## src/rtl/st_byte_packer_pkg.sv

```systemverilog
// Shared definitions for the byte packer: frame geometry defaults, word flag layout
// and a constant-friendly clog2.
package st_byte_packer_pkg;
    localparam int FRAME_W         = 320;
    localparam int FRAME_H         = 240;
    localparam int FRAME_BYTES_DEF = FRAME_W * FRAME_H;

    // FIFO entry layout, MSB first: {flags, empty, data}
    localparam int FLAG_W = 2;
    typedef struct packed {
        logic sop;
        logic eop;
    } word_flags_t;

    function automatic int clog2(input int v);
        int r;
        r = 0;
        for (int p = 1; p < v; p = p * 2) r++;
        return r;
    endfunction
endpackage

```

## src/rtl/st_byte_packer_if.sv

```systemverilog
// Byte-in / word-out streaming bundle. The packer is the slave side; the DMA source
// and the NVMe write path together form the master side.
interface st_byte_packer_if
    import st_byte_packer_pkg::*;
#(
    parameter int WIDTH_MD = 8,
    parameter int LANES    = 4
);
    localparam int EMPTY_W = clog2(LANES);

    logic                      sink_ready;
    logic                      sink_valid;
    logic                      sink_startofpacket;
    logic                      sink_endofpacket;
    logic [WIDTH_MD-1:0]       sink_data;

    logic                      source_ready;
    logic                      source_valid;
    logic                      source_startofpacket;
    logic                      source_endofpacket;
    logic [EMPTY_W-1:0]        source_empty;
    logic [LANES*WIDTH_MD-1:0] source_data;

    modport master (
        output sink_valid, sink_startofpacket, sink_endofpacket, sink_data, source_ready,
        input  sink_ready, source_valid, source_startofpacket, source_endofpacket,
               source_empty, source_data
    );

    modport slave (
        input  sink_valid, sink_startofpacket, sink_endofpacket, sink_data, source_ready,
        output sink_ready, source_valid, source_startofpacket, source_endofpacket,
               source_empty, source_data
    );
endinterface

```

## src/rtl/st_byte_packer_sync_fifo.sv

```systemverilog
// Show-ahead synchronous FIFO: the head entry is presented on dout while not empty.
module sync_fifo
    import st_byte_packer_pkg::*;
#(
    parameter int W     = 8,
    parameter int DEPTH = 8
)(
    input  logic                    clk,
    input  logic                    rst,
    input  logic                    push,
    input  logic [W-1:0]            din,
    input  logic                    pop,
    output logic [W-1:0]            dout,
    output logic                    full,
    output logic                    empty,
    output logic [clog2(DEPTH):0]   count
);
    localparam int AW = clog2(DEPTH);
    localparam int CW = AW + 1;

    logic [W-1:0]  mem [DEPTH];
    logic [AW-1:0] wr_ptr, rd_ptr;
    logic          do_push, do_pop;

    assign full    = (count == CW'(DEPTH));
    assign empty   = (count == '0);
    assign do_push = push & ~full;
    assign do_pop  = pop & ~empty;
    assign dout    = mem[rd_ptr];

    always_ff @(posedge clk) begin
        if (do_push) mem[wr_ptr] <= din;
    end

    always_ff @(posedge clk or posedge rst) begin
        if (rst) begin
            wr_ptr <= '0;
            rd_ptr <= '0;
            count  <= '0;
        end else begin
            if (do_push) wr_ptr <= wr_ptr + 1'b1;
            if (do_pop)  rd_ptr <= rd_ptr + 1'b1;
            count <= count + CW'(do_push) - CW'(do_pop);
        end
    end
endmodule

```

## src/rtl/st_byte_packer.sv

```systemverilog
// Packs a SOP/EOP framed byte stream little-endian into LANES-byte words, queues
// them in a show-ahead FIFO and keeps a sticky malformed-frame flag.
module st_byte_packer
    import st_byte_packer_pkg::*;
#(
    parameter int WIDTH_MD    = 8,
    parameter int LANES       = 4,
    parameter int FIFO_DEPTH  = 8,
    parameter int FRAME_BYTES = FRAME_BYTES_DEF
)(
    input  logic                 clk,
    input  logic                 rst,
    st_byte_packer_if.slave      bus,
    output logic [15:0]          frame_count,
    output logic                 frame_error
);
    localparam int EMPTY_W = clog2(LANES);
    localparam int DATA_W  = LANES * WIDTH_MD;
    localparam int ENTRY_W = FLAG_W + EMPTY_W + DATA_W;
    localparam int CNT_W   = clog2(FIFO_DEPTH) + 1;
    localparam logic [16:0] FRAME_LEN = 17'(FRAME_BYTES);

    localparam logic [0:0] ST_IDLE = 1'b0;
    localparam logic [0:0] ST_OPEN = 1'b1;

    logic [0:0]         state;
    logic [EMPTY_W-1:0] idx, lane, empty_in;
    logic [DATA_W-1:0]  asm_word, next_word;
    logic [16:0]        byte_cnt, cnt_next;
    logic               sop_seen, accept, restart, drop, word_done;
    word_flags_t        flags_in, flags_out;

    logic [ENTRY_W-1:0] fifo_din, fifo_dout, head;
    logic               fifo_push, fifo_full, fifo_empty;
    logic [CNT_W-1:0]   fifo_count;

    // An SOP always starts a fresh word in lane 0, abandoning any partial word.
    always_comb begin
        accept    = bus.sink_valid & bus.sink_ready;
        restart   = accept & bus.sink_startofpacket;
        drop      = accept & ~bus.sink_startofpacket & (state == ST_IDLE);
        lane      = restart ? '0 : idx;
        next_word = restart ? '0 : asm_word;
        next_word[int'(lane)*WIDTH_MD +: WIDTH_MD] = bus.sink_data;
        cnt_next  = restart ? 17'd1 : ((&byte_cnt) ? byte_cnt : byte_cnt + 17'd1);
        word_done = accept & ~drop &
                    (bus.sink_endofpacket | (lane == EMPTY_W'(LANES - 1)));
        flags_in.sop = restart | sop_seen;
        flags_in.eop = bus.sink_endofpacket;
        empty_in  = bus.sink_endofpacket ? EMPTY_W'(LANES - 1) - lane : '0;
    end

    assign fifo_din  = {flags_in, empty_in, next_word};
    assign fifo_push = word_done & ~fifo_full;

    always_ff @(posedge clk or posedge rst) begin
        if (rst) begin
            state       <= ST_IDLE;
            idx         <= '0;
            asm_word    <= '0;
            sop_seen    <= 1'b0;
            byte_cnt    <= '0;
            frame_count <= '0;
            frame_error <= 1'b0;
        end else if (drop) begin
            frame_error <= 1'b1;
        end else if (accept) begin
            if (word_done) begin
                asm_word <= '0;
                idx      <= '0;
                sop_seen <= 1'b0;
            end else begin
                asm_word <= next_word;
                idx      <= lane + 1'b1;
                sop_seen <= flags_in.sop;
            end
            if (restart && state == ST_OPEN) frame_error <= 1'b1;
            if (bus.sink_endofpacket) begin
                state       <= ST_IDLE;
                byte_cnt    <= '0;
                frame_count <= frame_count + 16'd1;
                if (cnt_next != FRAME_LEN) frame_error <= 1'b1;
            end else begin
                state    <= ST_OPEN;
                byte_cnt <= cnt_next;
            end
        end
    end

    sync_fifo #(.W(ENTRY_W), .DEPTH(FIFO_DEPTH)) u_fifo (
        .clk   (clk),
        .rst   (rst),
        .push  (fifo_push),
        .din   (fifo_din),
        .pop   (bus.source_ready & ~fifo_empty),
        .dout  (fifo_dout),
        .full  (fifo_full),
        .empty (fifo_empty),
        .count (fifo_count)
    );

    // Stale RAM contents are hidden so the outputs read zero while the FIFO is empty.
    assign head = fifo_empty ? '0 : fifo_dout;
    assign {flags_out, bus.source_empty, bus.source_data} = head;
    assign bus.source_startofpacket = flags_out.sop;
    assign bus.source_endofpacket   = flags_out.eop;
    assign bus.source_valid         = ~fifo_empty;
    assign bus.sink_ready           = (fifo_count != CNT_W'(FIFO_DEPTH));
endmodule
```

## src/flat_wrapper.sv

```systemverilog
// flat-port wrapper written by rule: the top's interface ports become plain ports
module st_byte_packer_flat import st_byte_packer_pkg::*;
#(
    parameter int WIDTH_MD    = 8,
    parameter int LANES       = 4,
    parameter int FIFO_DEPTH  = 8,
    parameter int FRAME_BYTES = FRAME_BYTES_DEF
)
  (clk, rst, frame_count, frame_error, bus_sink_valid, bus_sink_startofpacket, bus_sink_endofpacket, bus_sink_data, bus_source_ready, bus_sink_ready, bus_source_valid, bus_source_startofpacket, bus_source_endofpacket, bus_source_empty, bus_source_data);
  st_byte_packer_if #(.WIDTH_MD(WIDTH_MD), .LANES(LANES)) bus_i ();
  input  logic clk;
  input  logic rst;
  output logic [15:0] frame_count;
  output logic frame_error;
  input wire logic [$bits(bus_i.sink_valid)-1:0] bus_sink_valid;
  input wire logic [$bits(bus_i.sink_startofpacket)-1:0] bus_sink_startofpacket;
  input wire logic [$bits(bus_i.sink_endofpacket)-1:0] bus_sink_endofpacket;
  input wire logic [$bits(bus_i.sink_data)-1:0] bus_sink_data;
  input wire logic [$bits(bus_i.source_ready)-1:0] bus_source_ready;
  output wire logic [$bits(bus_i.sink_ready)-1:0] bus_sink_ready;
  output wire logic [$bits(bus_i.source_valid)-1:0] bus_source_valid;
  output wire logic [$bits(bus_i.source_startofpacket)-1:0] bus_source_startofpacket;
  output wire logic [$bits(bus_i.source_endofpacket)-1:0] bus_source_endofpacket;
  output wire logic [$bits(bus_i.source_empty)-1:0] bus_source_empty;
  output wire logic [$bits(bus_i.source_data)-1:0] bus_source_data;
  assign bus_i.sink_valid = bus_sink_valid;
  assign bus_i.sink_startofpacket = bus_sink_startofpacket;
  assign bus_i.sink_endofpacket = bus_sink_endofpacket;
  assign bus_i.sink_data = bus_sink_data;
  assign bus_i.source_ready = bus_source_ready;
  assign bus_sink_ready = bus_i.sink_ready;
  assign bus_source_valid = bus_i.source_valid;
  assign bus_source_startofpacket = bus_i.source_startofpacket;
  assign bus_source_endofpacket = bus_i.source_endofpacket;
  assign bus_source_empty = bus_i.source_empty;
  assign bus_source_data = bus_i.source_data;
  st_byte_packer #(.WIDTH_MD(WIDTH_MD), .LANES(LANES), .FIFO_DEPTH(FIFO_DEPTH), .FRAME_BYTES(FRAME_BYTES)) u_core (.clk(clk), .rst(rst), .bus(bus_i), .frame_count(frame_count), .frame_error(frame_error));
endmodule
```

## config.mk

```make
export PLATFORM = sky130hd
export DESIGN_NAME = st_byte_packer_flat
export DESIGN_NICKNAME = d
export VERILOG_FILES = /design/src/rtl/st_byte_packer_pkg.sv /design/src/rtl/st_byte_packer_if.sv /design/src/rtl/st_byte_packer_sync_fifo.sv /design/src/rtl/st_byte_packer.sv /design/src/flat_wrapper.sv
export SDC_FILE = /design/constraint.sdc
export NUM_CORES = 1
export LEC_CHECK = 0
export CAP_MARGIN = 40
export CELL_PAD_IN_SITES_DETAIL_PLACEMENT = 0
export CELL_PAD_IN_SITES_GLOBAL_PLACEMENT = 2
export CORE_MARGIN = 5
export CORE_UTILIZATION = 41
export CTS_BUF_LIST = sky130_fd_sc_hd__clkbuf_16
export DETAILED_ROUTE_END_ITERATION = 7
export HOLD_SLACK_MARGIN = 0.05
export PLACE_DENSITY = 0.79
export SYNTH_ARGS = -nofsm -noshare
export SYNTH_HDL_FRONTEND = slang
export SYNTH_SLANG_ARGS = --single-unit
```

## constraint.sdc

```tcl
create_clock -name clk -period 5.2 [get_ports clk]
set_input_delay 0.52 -clock clk [delete_from_list [all_inputs] [get_ports clk]]
set_output_delay 0.52 -clock clk [all_outputs]
set_load 0.01 [all_outputs]
```

### Word-level counts from Yosys, hierarchy flattened

Memories as Yosys holds them, arrays and structs flattened.
Cells that the tools add are included.

| storage, ports and cells | value |
|---|---|
| flip-flop bits (word level) | 80 |
| bits in writable memories | 288 |
| input port bits | 14 |
| output and inout bits | 55 |
| logic and storage cells | 68 |
| memories | 1 |

Memories:

| name | words | width | rd ports | clocked after Yosys merged registers in | wr ports | RTL line | text |
|---|---|---|---|---|---|---|---|
| u_core.u_fifo.mem | 8 | 36 | 1 | 0 | 1 | st_byte_packer_sync_fifo.sv:21 | `logic [W-1:0] mem [DEPTH];` |

| cells by class | value |
|---|---|
| add/subtract/negate cells | 9 |
| eq/ne operators | 4 |
| shift operators | 2 |
| mux-type cells | 19 |
| bitwise operators | 17 |
| reductions and logical operators | 6 |

Operators by type and width:

| kind | number |
|---|---|
| $mux 32 | 2 |
| $mux 17 | 3 |
| $mux 36 | 1 |
| $neg 5->33 | 1 |
| $shift 8x33->32 const A | 1 |
| $shiftx 8x33->32 | 1 |
| $bwmux 32 | 1 |
| $add 17x1->17 const B | 1 |
| $ne 17x17->1 const B | 1 |
| $reduce_and 17->1 | 1 |
| $add 16x1->16 const B | 1 |
| $and 1x1->1 | 10 |
| $mux 1 | 9 |
| $add 3x1->3 const B | 2 |
| $mux 2 | 3 |
| $not 1->1 | 5 |
| $add 4x1->4 | 1 |
| $eq 4x4->1 const B | 1 |
| $logic_not 4->1 | 1 |
| $ne 4x4->1 const B | 1 |
| $sub 4x1->4 | 1 |
| $reduce_and 3->1 | 1 |
| $add 2x1->2 const B | 1 |
| $eq 2x2->1 const B | 1 |
| other kinds (5) | 6 |

### Depth between registers and ports, before layout

| logic depth | value |
|---|---|
| depth in word-level cells | 11 |
| mapped depth | 16 |
| depth with buffers taken out | 16 |

### By module

A second synthesis with hierarchy kept.

| unflattened totals | value |
|---|---|
| cells, all modules | 924 |
| area total of the unflattened synthesis | 15,717.6 um^2 |

By module, submodules not included:

| module | instances | cells an instance | area an instance (um^2) | sequential area each (um^2) |
|---|---|---|---|---|
| sync_fifo | 1 | 475 | 11,622.4 | 8,898.5 |
| st_byte_packer | 1 | 449 | 4,095.2 | 1,751.7 |

### Worst setup path after synthesis

Ideal clock, no wire load.

| path | value |
|---|---|
| path type | register to register |
| start point | reg u_core.u_fifo.count[2] |
| end point | mem u_core.u_fifo.mem[2][0] (netlist bit) (enable) |
| library setup time | 0.474 ns |
| arrival time | 4.488 ns |
| data required time | 4.726 ns |
| slack | 0.238 ns |
| stages on the path, launching flop included | 12 |
| buffers on the path | 0 |
| period minus slack after synthesis | 4.962 ns |
| path through | dfrtp_1 -> inv_1 -> ha_1 -> or3b_4 -> nand3_2 -> nand2_1 -> inv_1 -> ha_1 -> nor2_1 -> nor2_1 -> nand2_1 -> nor3_1 |

| between the ends | value |
|---|---|
| word-level cells in the longest chain between the ends | 11 |
| elaborated cells between the ends (all ways) | 17 |
| classes of those cells | eq/ne: 3; mux: 3; bitwise: 11 |

Ends and longest elaborated chain:

| what | RTL line | text |
|---|---|---|
| from (decl) | st_byte_packer_sync_fifo.sv:16 | `output logic [clog2(DEPTH):0] count` |
| from (signal assigned) | st_byte_packer_sync_fifo.sv:43 | `count <= count + CW'(do_push) - CW'(do_pop);` |
| $ne 4x4->1 (*) | st_byte_packer.sv:108 | `assign bus.sink_ready = (fifo_count != CNT_W'(FIFO_DEPTH));` |
| via bus_sink_ready | flat_wrapper.sv:20 | `output wire logic [$bits(bus_i.sink_ready)-1:0] bus_sink_ready;` |
| $and 1x1->1 (*) | st_byte_packer.sv:39 | `accept = bus.sink_valid & bus.sink_ready;` |
| $and 1x1->1, on equally long branches | st_byte_packer.sv:40, st_byte_packer.sv:41 |  |
| $mux 2 / $and 1x1->1 (equally long branches) | st_byte_packer.sv:42, st_byte_packer.sv:41 |  |
| $eq 2x2->1 / $not 1->1 (equally long branches) | st_byte_packer.sv:47, st_byte_packer.sv:46 |  |
| $or 1x1->1 / $and 1x1->1 (equally long branches) | st_byte_packer.sv:47, st_byte_packer.sv:46 |  |
| $and 1x1->1 (*) | st_byte_packer.sv:46 | `word_done = accept & ~drop &` |
| $and 1x1->1 (*) | st_byte_packer.sv:54 | `assign fifo_push = word_done & ~fifo_full;` |
| $and 1x1->1 (*) | st_byte_packer_sync_fifo.sv:27 | `assign do_push = push & ~full;` |
| $mux 1 (*) | st_byte_packer_sync_fifo.sv:32 | `if (do_push) mem[wr_ptr] <= din;` |
| $mux 1 (implied by the code) (*) | st_byte_packer_sync_fifo.sv:32 |  |
| to (decl) | st_byte_packer_sync_fifo.sv:21 |  |

The timed path passes the listed nets; every way through them passes the cells marked *.

### Worst setup path after layout

| path | value |
|---|---|
| start point | reg u_core.u_fifo.count[2] |
| end point | mem u_core.u_fifo.mem[3][25] (netlist bit) (enable) |

| between the ends | value |
|---|---|
| word-level cells in the longest chain between the ends | 11 |
| elaborated cells between the ends (all ways) | 17 |
| classes of those cells | eq/ne: 3; mux: 3; bitwise: 11 |

Ends and longest elaborated chain:

| what | RTL line |
|---|---|
| $ne 4x4->1 | st_byte_packer.sv:108 |
| $and 1x1->1 | st_byte_packer.sv:39 |
| $and 1x1->1, on equally long branches | st_byte_packer.sv:40, st_byte_packer.sv:41 |
| $mux 2 / $and 1x1->1 (equally long branches) | st_byte_packer.sv:42, st_byte_packer.sv:41 |
| $eq 2x2->1 / $not 1->1 (equally long branches) | st_byte_packer.sv:47, st_byte_packer.sv:46 |
| $or 1x1->1 / $and 1x1->1 (equally long branches) | st_byte_packer.sv:47, st_byte_packer.sv:46 |
| $and 1x1->1 | st_byte_packer.sv:46 |
| $and 1x1->1 | st_byte_packer.sv:54 |
| $and 1x1->1 (*) | st_byte_packer_sync_fifo.sv:27 |
| $mux 1 (*) | st_byte_packer_sync_fifo.sv:32 |
| $mux 1 (implied by the code) (*) | st_byte_packer_sync_fifo.sv:32 |

Every way passes the cells marked *; elsewhere a longest branch is shown, timed or not.

==> impl_metrics.toml <==
[grt]
antenna_found_initial = 0
grt_pass1_vias = 8684
grt_pass1_wl_um = 52500
grt_overflow_total = 0
grt_max_degree = 44
grt_util_all_layers = 0.162

[power_and_ir_drop]
p_int_w = 0.00647
swShare = 0.295
power.net_switching_w = 0.00271
power.leakage_nw = 6.36
pwr-share-comb = 0.294
p_clk_frac = 0.292
vdd_drop_max_mv = 0.356
seq_power_share = 0.414
finalPower_w = 0.00918
powerDensity_nw_per_um2 = 511

[yosys]
synthesis.nets = 927
synth_ff_type = "edfxtp_1"
synthArstFlopShare = 0.217
ys_top_cells_by_area = "edfxtp_1 (56%), dfrtp_1 (13%), mux4_2 (11%)"
synth_area_per_cell_um2 = 17.1
seq_area_frac_synth = 0.695
synth_edf_count = 288
syn_area_um2 = 15300
synthCells = 896
synth_top_area_frac = 0.564
synth.ff_latch_count = 368
ys_types = 64
ys_warn_count = 0
yosys.area.top_type = "edfxtp_1"

[placed_design]
gp_congestion = 0.781
hpwl_um = 20800
port-buffer-count = 68
dp_cells = 1403

[layout]
drive_gt1_frac = 0.190
instances_no_fill = 1473
num_antenna_cells = 0
nNetsFinal = 1008
area_growth_pct = 17.2

[clock_network]
htreeDepth = 2
cts_tree = "built"
cts_buffers = 40
clk_latency_ps = 520
clk_pin_slew_ps = 60
clock_path_buffers = 3
cts_hold_buf = 0
cts_setup_buffers = 0
cts_resized = 0
cts.sinks = 368
root_buffer = "clkbuf_16"

[floorplan]
io_pins = 69
start_util = 0.417
die_h_um = 203
row_count = 70
core-area_um2 = 36800
die-width_um = 203
dieArea_um2 = 41400

[job]
cap_violations = 0

[critical_path]
cp-end-kind = "flip-flop"
worstSetupPathType = "flip-flop to flip-flop"
worstPathArrival_ps = 3870
crit_buf_inv = 3
worstReg2RegStart = "u_core.u_fifo.count[2]"
worst_path_largest_cell_delay_ps = 460
critical_path.cell_chain = "inv_1 -> ha_1 -> or3b_4 -> nand3_2 -> nand2_1 -> inv_1 -> ha_1 -> nor2_1 -> nor2_1 -> nand2_1 -> nor2_4 -> buf_4"
r2r_cells = 12
regToRegSetupSlack_ps = 1490
crit_path_top_delay_cell = "buf_4"
r2r_end = "u_core.u_fifo.mem[3][25]"
path_max_fanout = 26
cp-start-kind = "flip-flop"
critPathTopFamily = "simple AND/OR/NAND/NOR gates"
cp.required_ps = 5360

[timing]
setup_tns_ps = 0
setup_viol = 0
hold_violations = 0
fin_skew_ps = 17.2
final_max_slew_viol_count = 0
period_needed_ps = 3710
min_period_over_period = 0.713
worstMarginPinSlew_ps = 849
max_freq_mhz = 270
slew_headroom = 0.429
rsz0062_at_grt = "false"

[route]
drc = 0
final_antenna_net_count = 0
vias = 8319
wl_per_cell_um = 22.6
avgViaCountPerCell = 5.65
drt_first_pass_iters = 5
drt_iter0_drc = 635
totalWireLength_um = 33200

[hold_path]
hp-class = "input port to async pin"

[outcome]
status = "completed"
## per-layer routing
layer / vias up / part of all wire / global-route usage
li1: 3725 / - / -
met1: 4349 / 0.45 / 0.232
met2: 208 / 0.49 / 0.267
met3: 37 / 0.052 / 0.0283
met4: 0 / 0.012 / 0.0308
met5: - / 0 / 0
## kinds of logic (layout without fill, tap and decap cells)
kind of cell | Yosys count | after routing | synth area share
DFF | 368 | 368 | 0.695
AOI/OAI and AO/OA | 128 | 128 | 0.0633
xor gates and xnor gates | 27 | 27 | 0.0154
adders and majority gates | 17 | 17 | 0.0144
and+or+nand+nor | 182 | 182 | 0.0632
muxes | 111 | 111 | 0.131
buffers and inverters | 63 | 172 | 0.0176
## state kept, by name (all words and copies together) (netlist names), 2 cells and up
name / flops
u_core.byte_cnt: 17
u_core.u_fifo.count: 4
u_core.u_fifo.mem: 288
u_core.u_fifo.rd_ptr: 3
u_core.u_fifo.wr_ptr: 3
u_core.asm_word: 32
u_core.idx: 2
u_core.frame_count: 16
## area by class of cell
class | instances | area (um^2)
tap | 468 | 586
multi-input combinational | 465 | 4470
timing repair buffer | 89 | 948
inverter | 13 | 50.0
sequential | 368 | 10700
clock inverter | 30 | 253
fill | 3092 | 18800
clock buffer | 40 | 1000
## metrics by stage
step                      setup WS, ps  utilization  hold WS, ps  instance area [um^2]
final                             1490        0.488          191                 18000
after global placement            1470        0.451          459                 16600
after CTS                         1350        0.488          174                 18000
after global routing              1140        0.488          176                 18000
after detailed placement          1400        0.454          465                 16700
after floorplan                    238            -          466                 15300
## cell usage in the layout (no fill, tap or decap), types with 16 or more instances in the layout
cell type | Yosys | final
clkbuf_16 | 0 | 40
nor2_1 | 68 | 62
a22o_1 | 65 | 65
edfxtp_1 | 288 | 288
mux2i_1 | 36 | 36
dfrtp_1 | 80 | 77
o21ai_0 | 20 | 20
nand2_1 | 29 | 29
ha_1 | 16 | 16
inv_1 | 12 | 16
mux4_2 | 72 | 72
clkdlybuf4s50_1 | 0 | 68
## synth_stat cells (14+ instances only)
master / instances
edfxtp_1: 288
dfrtp_1: 80
mux4_2: 72
nor2_1: 68
a22o_1: 65
mux2i_1: 36
nand2_1: 29
clkbuf_1: 21
o21ai_0: 20
ha_1: 16
xnor2_1: 14
## worst reg2reg max path: stages (launching register included)
cell	delay [ps]
dfrtp_1	360
inv_1	100
ha_1	140
or3b_4	420
nand3_2	210
nand2_1	170
inv_1	150
ha_1	180
nor2_1	110
nor2_1	320
nand2_1	290
nor2_4	420
buf_4	460
## worst max path at each step
| stage | start | to | slack, ps | cells after the start |
|---|---|---|---|---|
| CTS | u_core.u_fifo.rd_ptr[0] | bus_source_endofpacket | 1350 | 5 |
| global route | u_core.u_fifo.count[2] | u_core.u_fifo.mem[3][20] | 1140 | 12 |
| global placement | bus_sink_startofpacket | u_core.u_fifo.mem[3][31] | 1470 | 10 |
| finish | u_core.u_fifo.count[2] | u_core.u_fifo.mem[3][25] | 1490 | 12 |
| floorplan | u_core.u_fifo.count[2] | u_core.u_fifo.mem[2][0] | 240 | 11 |
| detailed placement | bus_sink_startofpacket | u_core.u_fifo.mem[3][26] | 1400 | 10 |
## power by group through the flow
stage               clock network, W  registers, W  logic (W)
global route                 0.00288       0.00384    0.00295
floorplan                          0       0.00369    0.00176
CTS                          0.00274       0.00381    0.00278
detailed placement                 0       0.00386    0.00277
global placement                   0       0.00391    0.00265
finish                       0.00268       0.00380    0.00270
No activity file was read; power rests on OpenSTA's default activity.
